**src/rtl/sword_io_pkg.sv**
```systemverilog
// Shared definitions for the serial shift-register drivers: FSM encoding and the
// default/board frame sizes.
package sword_io_pkg;

  typedef enum logic [2:0] {
    StClear   = 3'd0,
    StIdle    = 3'd1,
    StShiftLo = 3'd2,
    StShiftHi = 3'd3,
    StLatch   = 3'd4
  } sword_state_e;

  localparam int unsigned DefaultDataW    = 64;
  localparam int unsigned DefaultClkDiv   = 4;
  localparam int unsigned DefaultMsbFirst = 1;

  // Board instances: 7-segment chain and discrete LED chain.
  localparam int unsigned SegDataW = 64;
  localparam int unsigned LedDataW = 16;

endpackage

```
**src/rtl/serial_tick_gen.sv**
```systemverilog
// Divider producing a one-cycle tick every CLK_DIV cycles; restart_i forces the
// count back to zero so every FSM state starts a fresh period.
module serial_tick_gen #(
  parameter int unsigned CLK_DIV = 4
) (
  input  logic clk_i,
  input  logic rst_ni,
  input  logic restart_i,
  output logic tick_o
);

  localparam int unsigned CntW = $clog2(CLK_DIV);
  localparam logic [CntW-1:0] CntMax = CntW'(CLK_DIV - 1);

  logic [CntW-1:0] cnt_q, cnt_d;

  always_comb begin
    tick_o = (cnt_q == CntMax);
    if (restart_i || tick_o) begin
      cnt_d = '0;
    end else begin
      cnt_d = cnt_q + 1'b1;
    end
  end

  always_ff @(posedge clk_i or negedge rst_ni) begin
    if (!rst_ni) begin
      cnt_q <= '0;
    end else begin
      cnt_q <= cnt_d;
    end
  end

endmodule

```
**src/rtl/sword_serial_shifter.sv**
```systemverilog
// Serialises DATA_W-bit frames onto an external shift-register chain
// (clock/data/latch/clear) with a one-deep pending buffer for back-to-back frames.
module sword_serial_shifter
  import sword_io_pkg::*;
#(
  parameter int unsigned DATA_W    = DefaultDataW,
  parameter int unsigned CLK_DIV   = DefaultClkDiv,
  parameter int unsigned MSB_FIRST = DefaultMsbFirst
) (
  input  logic              SI_ClkIn,
  input  logic              SI_Reset_N,
  input  logic              load_valid,
  input  logic [DATA_W-1:0] load_data,
  output logic              load_ready,
  output logic              busy,
  output logic              sh_clk,
  output logic              sh_do,
  output logic              sh_pen,
  output logic              sh_clr_n
);

  localparam int unsigned BitW = $clog2(DATA_W + 1);
  localparam logic [BitW-1:0] BitLast = BitW'(DATA_W - 1);

  sword_state_e      state_q, state_d;
  logic [DATA_W-1:0] sr_q, sr_d;
  logic [BitW-1:0]   bit_cnt_q, bit_cnt_d;
  logic              pend_valid_q, pend_valid_d;
  logic [DATA_W-1:0] pend_data_q, pend_data_d;

  logic tick;
  logic restart;
  logic accept;
  logic start_frame;
  logic bit_done;
  logic out_bit;

  assign load_ready = ~pend_valid_q;
  assign accept     = load_valid & load_ready;

  // IDLE holds the divider at zero so a frame start always begins a full period.
  assign restart = (state_d != state_q) || (state_q == StIdle);

  serial_tick_gen #(
    .CLK_DIV (CLK_DIV)
  ) u_tick_gen (
    .clk_i     (SI_ClkIn),
    .rst_ni    (SI_Reset_N),
    .restart_i (restart),
    .tick_o    (tick)
  );

  // A new frame launches from IDLE or straight out of the final LATCH cycle.
  assign start_frame = ((state_q == StIdle) || ((state_q == StLatch) && tick)) &&
                       (pend_valid_q || accept);
  assign bit_done    = (state_q == StShiftHi) && tick;

  always_ff @(posedge SI_ClkIn or negedge SI_Reset_N) begin
    if (!SI_Reset_N) begin
      state_q <= StClear;
    end else begin
      state_q <= state_d;
    end
  end

  always_comb begin
    state_d = state_q;
    unique case (state_q)
      StClear: begin
        if (tick) state_d = StIdle;
      end
      StIdle: begin
        if (start_frame) state_d = StShiftLo;
      end
      StShiftLo: begin
        if (tick) state_d = StShiftHi;
      end
      StShiftHi: begin
        if (tick) state_d = (bit_cnt_q == BitLast) ? StLatch : StShiftLo;
      end
      StLatch: begin
        if (tick) state_d = start_frame ? StShiftLo : StIdle;
      end
      default: state_d = StClear;
    endcase
  end

  always_comb begin
    sr_d         = sr_q;
    bit_cnt_d    = bit_cnt_q;
    pend_valid_d = pend_valid_q;
    pend_data_d  = pend_data_q;

    if (start_frame) begin
      sr_d      = pend_valid_q ? pend_data_q : load_data;
      bit_cnt_d = '0;
    end else if (bit_done) begin
      bit_cnt_d = bit_cnt_q + 1'b1;
      if (MSB_FIRST != 0) begin
        sr_d = {sr_q[DATA_W-2:0], 1'b0};
      end else begin
        sr_d = {1'b0, sr_q[DATA_W-1:1]};
      end
    end

    // accept only happens with the buffer empty, so these never collide.
    if (start_frame && pend_valid_q) begin
      pend_valid_d = 1'b0;
    end
    if (accept && !start_frame) begin
      pend_valid_d = 1'b1;
      pend_data_d  = load_data;
    end
  end

  always_ff @(posedge SI_ClkIn or negedge SI_Reset_N) begin
    if (!SI_Reset_N) begin
      sr_q         <= '0;
      bit_cnt_q    <= '0;
      pend_valid_q <= 1'b0;
      pend_data_q  <= '0;
    end else begin
      sr_q         <= sr_d;
      bit_cnt_q    <= bit_cnt_d;
      pend_valid_q <= pend_valid_d;
      pend_data_q  <= pend_data_d;
    end
  end

  assign out_bit = (MSB_FIRST != 0) ? sr_q[DATA_W-1] : sr_q[0];

  always_comb begin
    sh_clk   = (state_q == StShiftHi);
    sh_do    = ((state_q == StShiftLo) || (state_q == StShiftHi)) ? out_bit : 1'b0;
    sh_pen   = (state_q == StLatch);
    sh_clr_n = (state_q != StClear);
    busy     = (state_q != StIdle) || pend_valid_q;
  end

endmodule

```
**config.mk**
```make
export PLATFORM = sky130hd
export DESIGN_NAME = sword_serial_shifter
export DESIGN_NICKNAME = d
export VERILOG_FILES = /design/src/rtl/sword_io_pkg.sv /design/src/rtl/serial_tick_gen.sv /design/src/rtl/sword_serial_shifter.sv
export SDC_FILE = /design/constraint.sdc
export NUM_CORES = 1
export LEC_CHECK = 0
export CORE_ASPECT_RATIO = 0.5
export CORE_MARGIN = 1
export CORE_UTILIZATION = 44
export DETAILED_ROUTE_END_ITERATION = 6
export GPL_TIMING_DRIVEN = 0
export PLACE_DENSITY = 0.63
export SYNTH_ARGS = -nofsm -noshare
export SYNTH_HDL_FRONTEND = slang
export SYNTH_SLANG_ARGS = --single-unit
```
**constraint.sdc**
```tcl
create_clock -name SI_ClkIn -period 3.85 [get_ports SI_ClkIn]
set_input_delay 0.385 -clock SI_ClkIn [delete_from_list [all_inputs] [get_ports SI_ClkIn]]
set_output_delay 0.385 -clock SI_ClkIn [all_outputs]
set_load 0.02 [all_outputs]
```
==> metrics.txt, run 1 <==
drt wl/cell 16.9 um; most frequent cells in the layout nand2_1 (189), dfrtp_1 (141), clkdlybuf4s50_1 (70); endpoints failing setup 0; I/O pin count 73; fin util 0.556; Core Region 16600 um^2; post-synth top area share 0.464; vias per cell 5.47; initial detailed-routing violation count 415; CP Launch Point pend_valid_q$_DFFE_PN0P_; Max Cap Viol 0; Hold WC Path Type in -> async; Clk pin slew, worst setup/hold paths 0.06 ns; PwrDens 389 nW/um^2; number of library cell types mapped by synthesis 38; Post-CTS Setup Inserts 0; endpoint class of the critical path output port; sequential area share after synthesis 0.464; synthesis-stage register bit count 141; post-DP HPWL 11.5 mm; die height 95 um; FFs w/ async S/R, synth 1.00; FF-to-FF path depth 7; drt first pass iters 5; # rows 33; Req. time, crit path 3.46 ns; number of synthesized flops with an enable pin 0; CP max-delay cell clkdlybuf4s50_1; Crit Path Category reg -> out; CTS max path bufs 2; IO buf count 71; vias 5684; minimum clock period 2.88 ns; critical path cell sequence buf_2, buf_1, or3_1, clkdlybuf4s50_1; layout cells sized above 1 0.158; Max VDD drop 324 uV; vias in the first global route 5517; RSZ-0062 raised after global routing false; Fill cells 1471; largest net degree at the start of global routing 90; critical path's top delay family buffers and inverters; GR Util met2 0.321; Leakage 3.79 nW; Sink Count 141; Worst R2R Start u_tick_gen.cnt_q[0]$_DFF_PN0_; htree depth 4; Worst-Margin Slew 0.689 ns; crit path DAT 2.50 ns; status finished, final reports clean; slowest stage delay, CP 0.60 ns; Final GP Congestion 0.746; Root Buffer clkbuf_16; Final nets 869; Most used DFF post-synth dfrtp_1; Post-Synthesis Cells 708; Rel. slew slack 0.541; Setup crit start kind register; Cell Area, Synth 7610 um^2; starting density of the core 0.457; commonest non-fill, non-tap cell in the layout nand2_1; Tot GR Track Use 0.205; grt ovf 0; remaining antenna violation count after routing 0; Clk Latency, worst-skew pair 0.42 ns; TritonCTS buffer count 17; first-pass GRT wire length 28.9 mm; Die Wd 188 um; WL final 17.6 mm; max-slew violations 0; antenna fix cells 0; Buf+Inv Stages, Crit Path 3; Synth Net Count 777; die area 17900 um^2; Syn Area/Cell 10.8 um^2; R2R setup slack 1.72 ns; final hold vios 0; drt drc 0; cell taking the most area after synthesis dfrtp_1; Setup Skew 0.00634 ns; clock tree from TritonCTS built; Synth area leaders dfrtp_1 (46%), mux2_4 (12%), nand2_1 (9.3%); GR peak layer met2; met3 GRT Util 0.0364; aggregate negative setup slack 0 ns; fmax 347 MHz; FF-to-FF End pend_data_q[27]$_DFFE_PN0P_; Global Route met1 Usage 0.292; crit-path max FO 10; Resize count post-CTS 0; Synth warnings 0; initial antenna violation count 0; Final period util 0.748; Layout area overhead 21.6%
-- how the worst max path moves through the flow --
stage,endpoint,cells past startpoint,slack (ns)
final,busy,4,0.97
after global routing,busy,4,0.85
after CTS,busy,4,0.93
after detailed placement,busy,4,1.39
after global placement,pend_data_q[39]$_DFFE_PN0P_,1,-3.54
after floorplan,pend_data_q[10]$_DFFE_PN0P_,7,1.91
-- report_power, final --
part,total (W),internal (W),switching (W)
Clock,0.00172,0.00106,0.000654
Combinational,0.000272,0.000176,0.0000963
Sequential,0.00161,0.00156,0.0000446
-- through the flow --
stage          hold slack, ns  instances  worst slack, ns  total power, W  instance area, um^2
2_1_floorplan          0.0894        708             1.91         0.00176                 7610
3_3_place_gp            0.473       1006            -3.54         0.00189                 8610
3_5_place_dp            0.381       1007             1.39         0.00190                 8630
4_1_cts                 0.491       1039            0.930         0.00363                 9250
5_1_grt                 0.518       1039            0.847         0.00372                 9250
6_report                0.485       1039            0.968         0.00360                 9250
-- cell type report --
cell class,count,area [um^2],share of cell area
sequential,141,3530,0.381
clock inverter,11,141,0.0153
multi-input combinational,495,3650,0.394
inverter,6,22.5,0.00243
clock buffer,20,467,0.0504
timing repair buffer,73,749,0.0810
buffer,66,413,0.0446
tap,227,284,0.0307
-- Yosys cell counts, types with 4 or more instances --
master and count:
inv_1 6, buf_12 6, mux2i_1 8, or3_1 5, mux2_4 60, mux2_2 4, nand3b_1 62, o21ai_0 5
buf_6 4, a21oi_1 8, buf_1 7, nand2_1 189, dfrtp_1 141, a2bb2o_1 61, clkbuf_1 33, nand3_1 4
o211ai_1 62, buf_2 9, nor2_1 4, buf_4 7
-- cells by family after synthesis --
kind of cell,synth area share
flip-flops,0.464
adder cells (fa/ha/maj),0.00329
buffers and inverters,0.0572
AO/OA/AOI/OAI,0.154
XOR/XNOR,0.00115
multiplexers,0.135
AND/OR/NAND/NOR,0.186
-- timing repair --
item                                    CTS  global route
hold endpoints to repair                 52             0
hold buffers                              1             0
endpoints found under the setup margin    0             0
-- worst register-to-register path, delay by kind of cell (launching register included) --
| family | cells | cell delay [ns] |
|---|---|---|
| DFF | 1 | 0.38 |
| muxes | 1 | 0.31 |
| buffers and inverters | 3 | 0.59 |
| and+or+nand+nor | 2 | 0.54 |
| adders and majority gates | 1 | 0.20 |
-- routing by layer --
layer,vias up,part of all wire
met5,-,0
met4,0,0.0067
met3,13,0.033
met2,90,0.46
met1,2889,0.50
li1,2692,-
-- state kept, by name, indices dropped and copies added (netlist names) --
register and cells:
bit_cnt_q 7, pend_data_q 64, pend_valid_q 1, sr_q 64, state_q 3, u_tick_gen.cnt_q 2
Power figures use the tool's default switching activity.
==> run 2, diff against run 1 <==
--- a/config.mk
+++ b/config.mk
@@ -10,7 +10,7 @@
 export CORE_UTILIZATION = 44
 export DETAILED_ROUTE_END_ITERATION = 6
 export GPL_TIMING_DRIVEN = 0
-export PLACE_DENSITY = 0.63
+export PLACE_DENSITY = 0.65
 export SYNTH_ARGS = -nofsm -noshare
 export SYNTH_HDL_FRONTEND = slang
 export SYNTH_SLANG_ARGS = --single-unit
==> constraint.sdc (replaced) <==
create_clock -name SI_ClkIn -period 2.6 [get_ports SI_ClkIn]
set_input_delay 0.26 -clock SI_ClkIn [delete_from_list [all_inputs] [get_ports SI_ClkIn]]
set_output_delay 0.26 -clock SI_ClkIn [all_outputs]
set_load 0.02 [all_outputs]
==> metrics.txt, run 2 (synthesis results as in run 1) <==
status finished, final reports clean; RSZ-0062 raised after global routing false; Post-CTS Setup Inserts 0; critical path cell sequence buf_2, or3_1, clkdlybuf4s50_1; Clk pin slew, worst setup/hold paths 0.06 ns; FF-to-FF path depth 7; crit path DAT 2.13 ns; Tot GR Track Use 0.207; FF-to-FF End pend_data_q[31]$_DFFE_PN0P_; Root Buffer clkbuf_16; first-pass GRT wire length 29.2 mm; die height 95 um; endpoints failing setup 0; htree depth 4; Fill cells 1443; Die Wd 188 um; cell area after placement 8630 um^2; clock tree from TritonCTS built; Final nets 868; grt ovf 0; vias 5676; initial detailed-routing violation count 355; post-DP HPWL 11.6 mm; Worst R2R Start u_tick_gen.cnt_q[0]$_DFF_PN0_; I/O pin count 73; WL final 17.6 mm; Final Cell Area 9240 um^2; Clk Latency, worst-skew pair 0.43 ns; Leakage 3.77 nW; Setup Skew 0.0115 ns; CP max-delay cell clkdlybuf4s50_1; minimum clock period 2.39 ns; remaining antenna violation count after routing 0; Final period util 0.919; Worst-Margin Slew 0.760 ns; Rel. slew slack 0.494; TritonCTS buffer count 17; PnR Total Power 0.00530 W; layout cells sized above 1 0.156; antenna fix cells 0; # rows 33; Crit Path Category reg -> out; die area 17900 um^2; aggregate negative setup slack 0 ns; final hold vios 0; commonest non-fill, non-tap cell in the layout nand2_1; Setup crit start kind register; max-slew violations 0; area of the multi-input gates 3650 um^2; initial antenna violation count 0; vias in the first global route 5624; Resize count post-CTS 0; slowest stage delay, CP 0.54 ns; PwrDens 574 nW/um^2; Req. time, crit path 2.34 ns; drt wl/cell 17.0 um; vias per cell 5.46; CTS max path bufs 2; Max VDD drop 464 uV; Max Cap Viol 0; Layout area overhead 21.4%; Largest regs pend_data_q (64), sr_q (64), bit_cnt_q (7); Final GP Congestion 0.763; starting density of the core 0.457; drt first pass iters 5; drt drc 0; most frequent cells in the layout nand2_1 (189), dfrtp_1 (141), clkdlybuf4s50_1 (70); IO buf count 71; crit-path max FO 19; Hold WC Path Type in -> async; fmax 419 MHz; largest net degree at the start of global routing 82; R2R setup slack 0.46 ns; sequential standard cell area 3530 um^2; WHS 0.407 ns; Sink Count 141; endpoint class of the critical path output port; Core Region 16600 um^2
## run 2: cell types whose count changed in the layout (fill, tap and decap cells not counted), sizes merged
cell      change
inv           +3
clkinv        -2
buf           -1
clkbuf        -1
clkinvlp      +1
## run 2: timing repair
action,CTS,global route
endpoints found under the setup margin,2,0
hold buffers,1,0
endpoints found under the hold margin,60,0
## run 2: report_power, final
| part | internal, W | switching (W) |
|---|---|---|
| sequential | 0.00231 | 0.0000667 |
| clock | 0.00152 | 0.00101 |
| combinational | 0.000261 | 0.000143 |
## run 2: through the flow
step / util / setup WS [ns] / std cells
2_1_floorplan: - / 0.663 / 708
3_3_place_gp: 0.517 / -4.67 / 1006
3_5_place_dp: 0.519 / 0.285 / 1007
4_1_cts: 0.555 / 0.200 / 1039
5_1_grt: 0.555 / 0.150 / 1039
6_report: 0.555 / 0.211 / 1039
## run 2: how the worst max path moves through the flow
stage                                  start                           to  slack, ns  depth (start not counted)
4_1_cts             pend_valid_q$_DFFE_PN0P_                         busy       0.20                          3
3_5_place_dp        pend_valid_q$_DFFE_PN0P_                         busy       0.29                          4
5_1_grt             pend_valid_q$_DFFE_PN0P_                         busy       0.15                          3
3_3_place_gp                      SI_Reset_N  pend_data_q[39]$_DFFE_PN0P_      -4.67                          1
2_1_floorplan  u_tick_gen.cnt_q[0]$_DFF_PN0_  pend_data_q[10]$_DFFE_PN0P_       0.66                          7
6_report            pend_valid_q$_DFFE_PN0P_                         busy       0.21                          3
## run 2: critical path, delay by kind of cell (launching register included)
kind	cells	cell delay [ns]
buffers and inverters	2	0.85
flip-flops	1	0.44
AND/OR/NAND/NOR	1	0.41
## run 2: routing by layer
metal / share of wire / global-route usage / up-vias
met4: 0.012 / 0.0650 / 0
met2: 0.44 / 0.322 / 89
li1: - / - / 2702
met3: 0.030 / 0.0338 / 18
met5: 0 / 0 / -
met1: 0.51 / 0.296 / 2867
## run 2: final cells by class
cell class | count | share of cell area
Inverter | 6 | 0.00244
Timing Repair Buffer | 73 | 0.0811
Sequential cell | 141 | 0.382
Tap cell | 227 | 0.0307
Clock inverter | 13 | 0.0179
Multi-Input combinational cell | 495 | 0.395
Clock buffer | 19 | 0.0469
Buffer | 65 | 0.0443
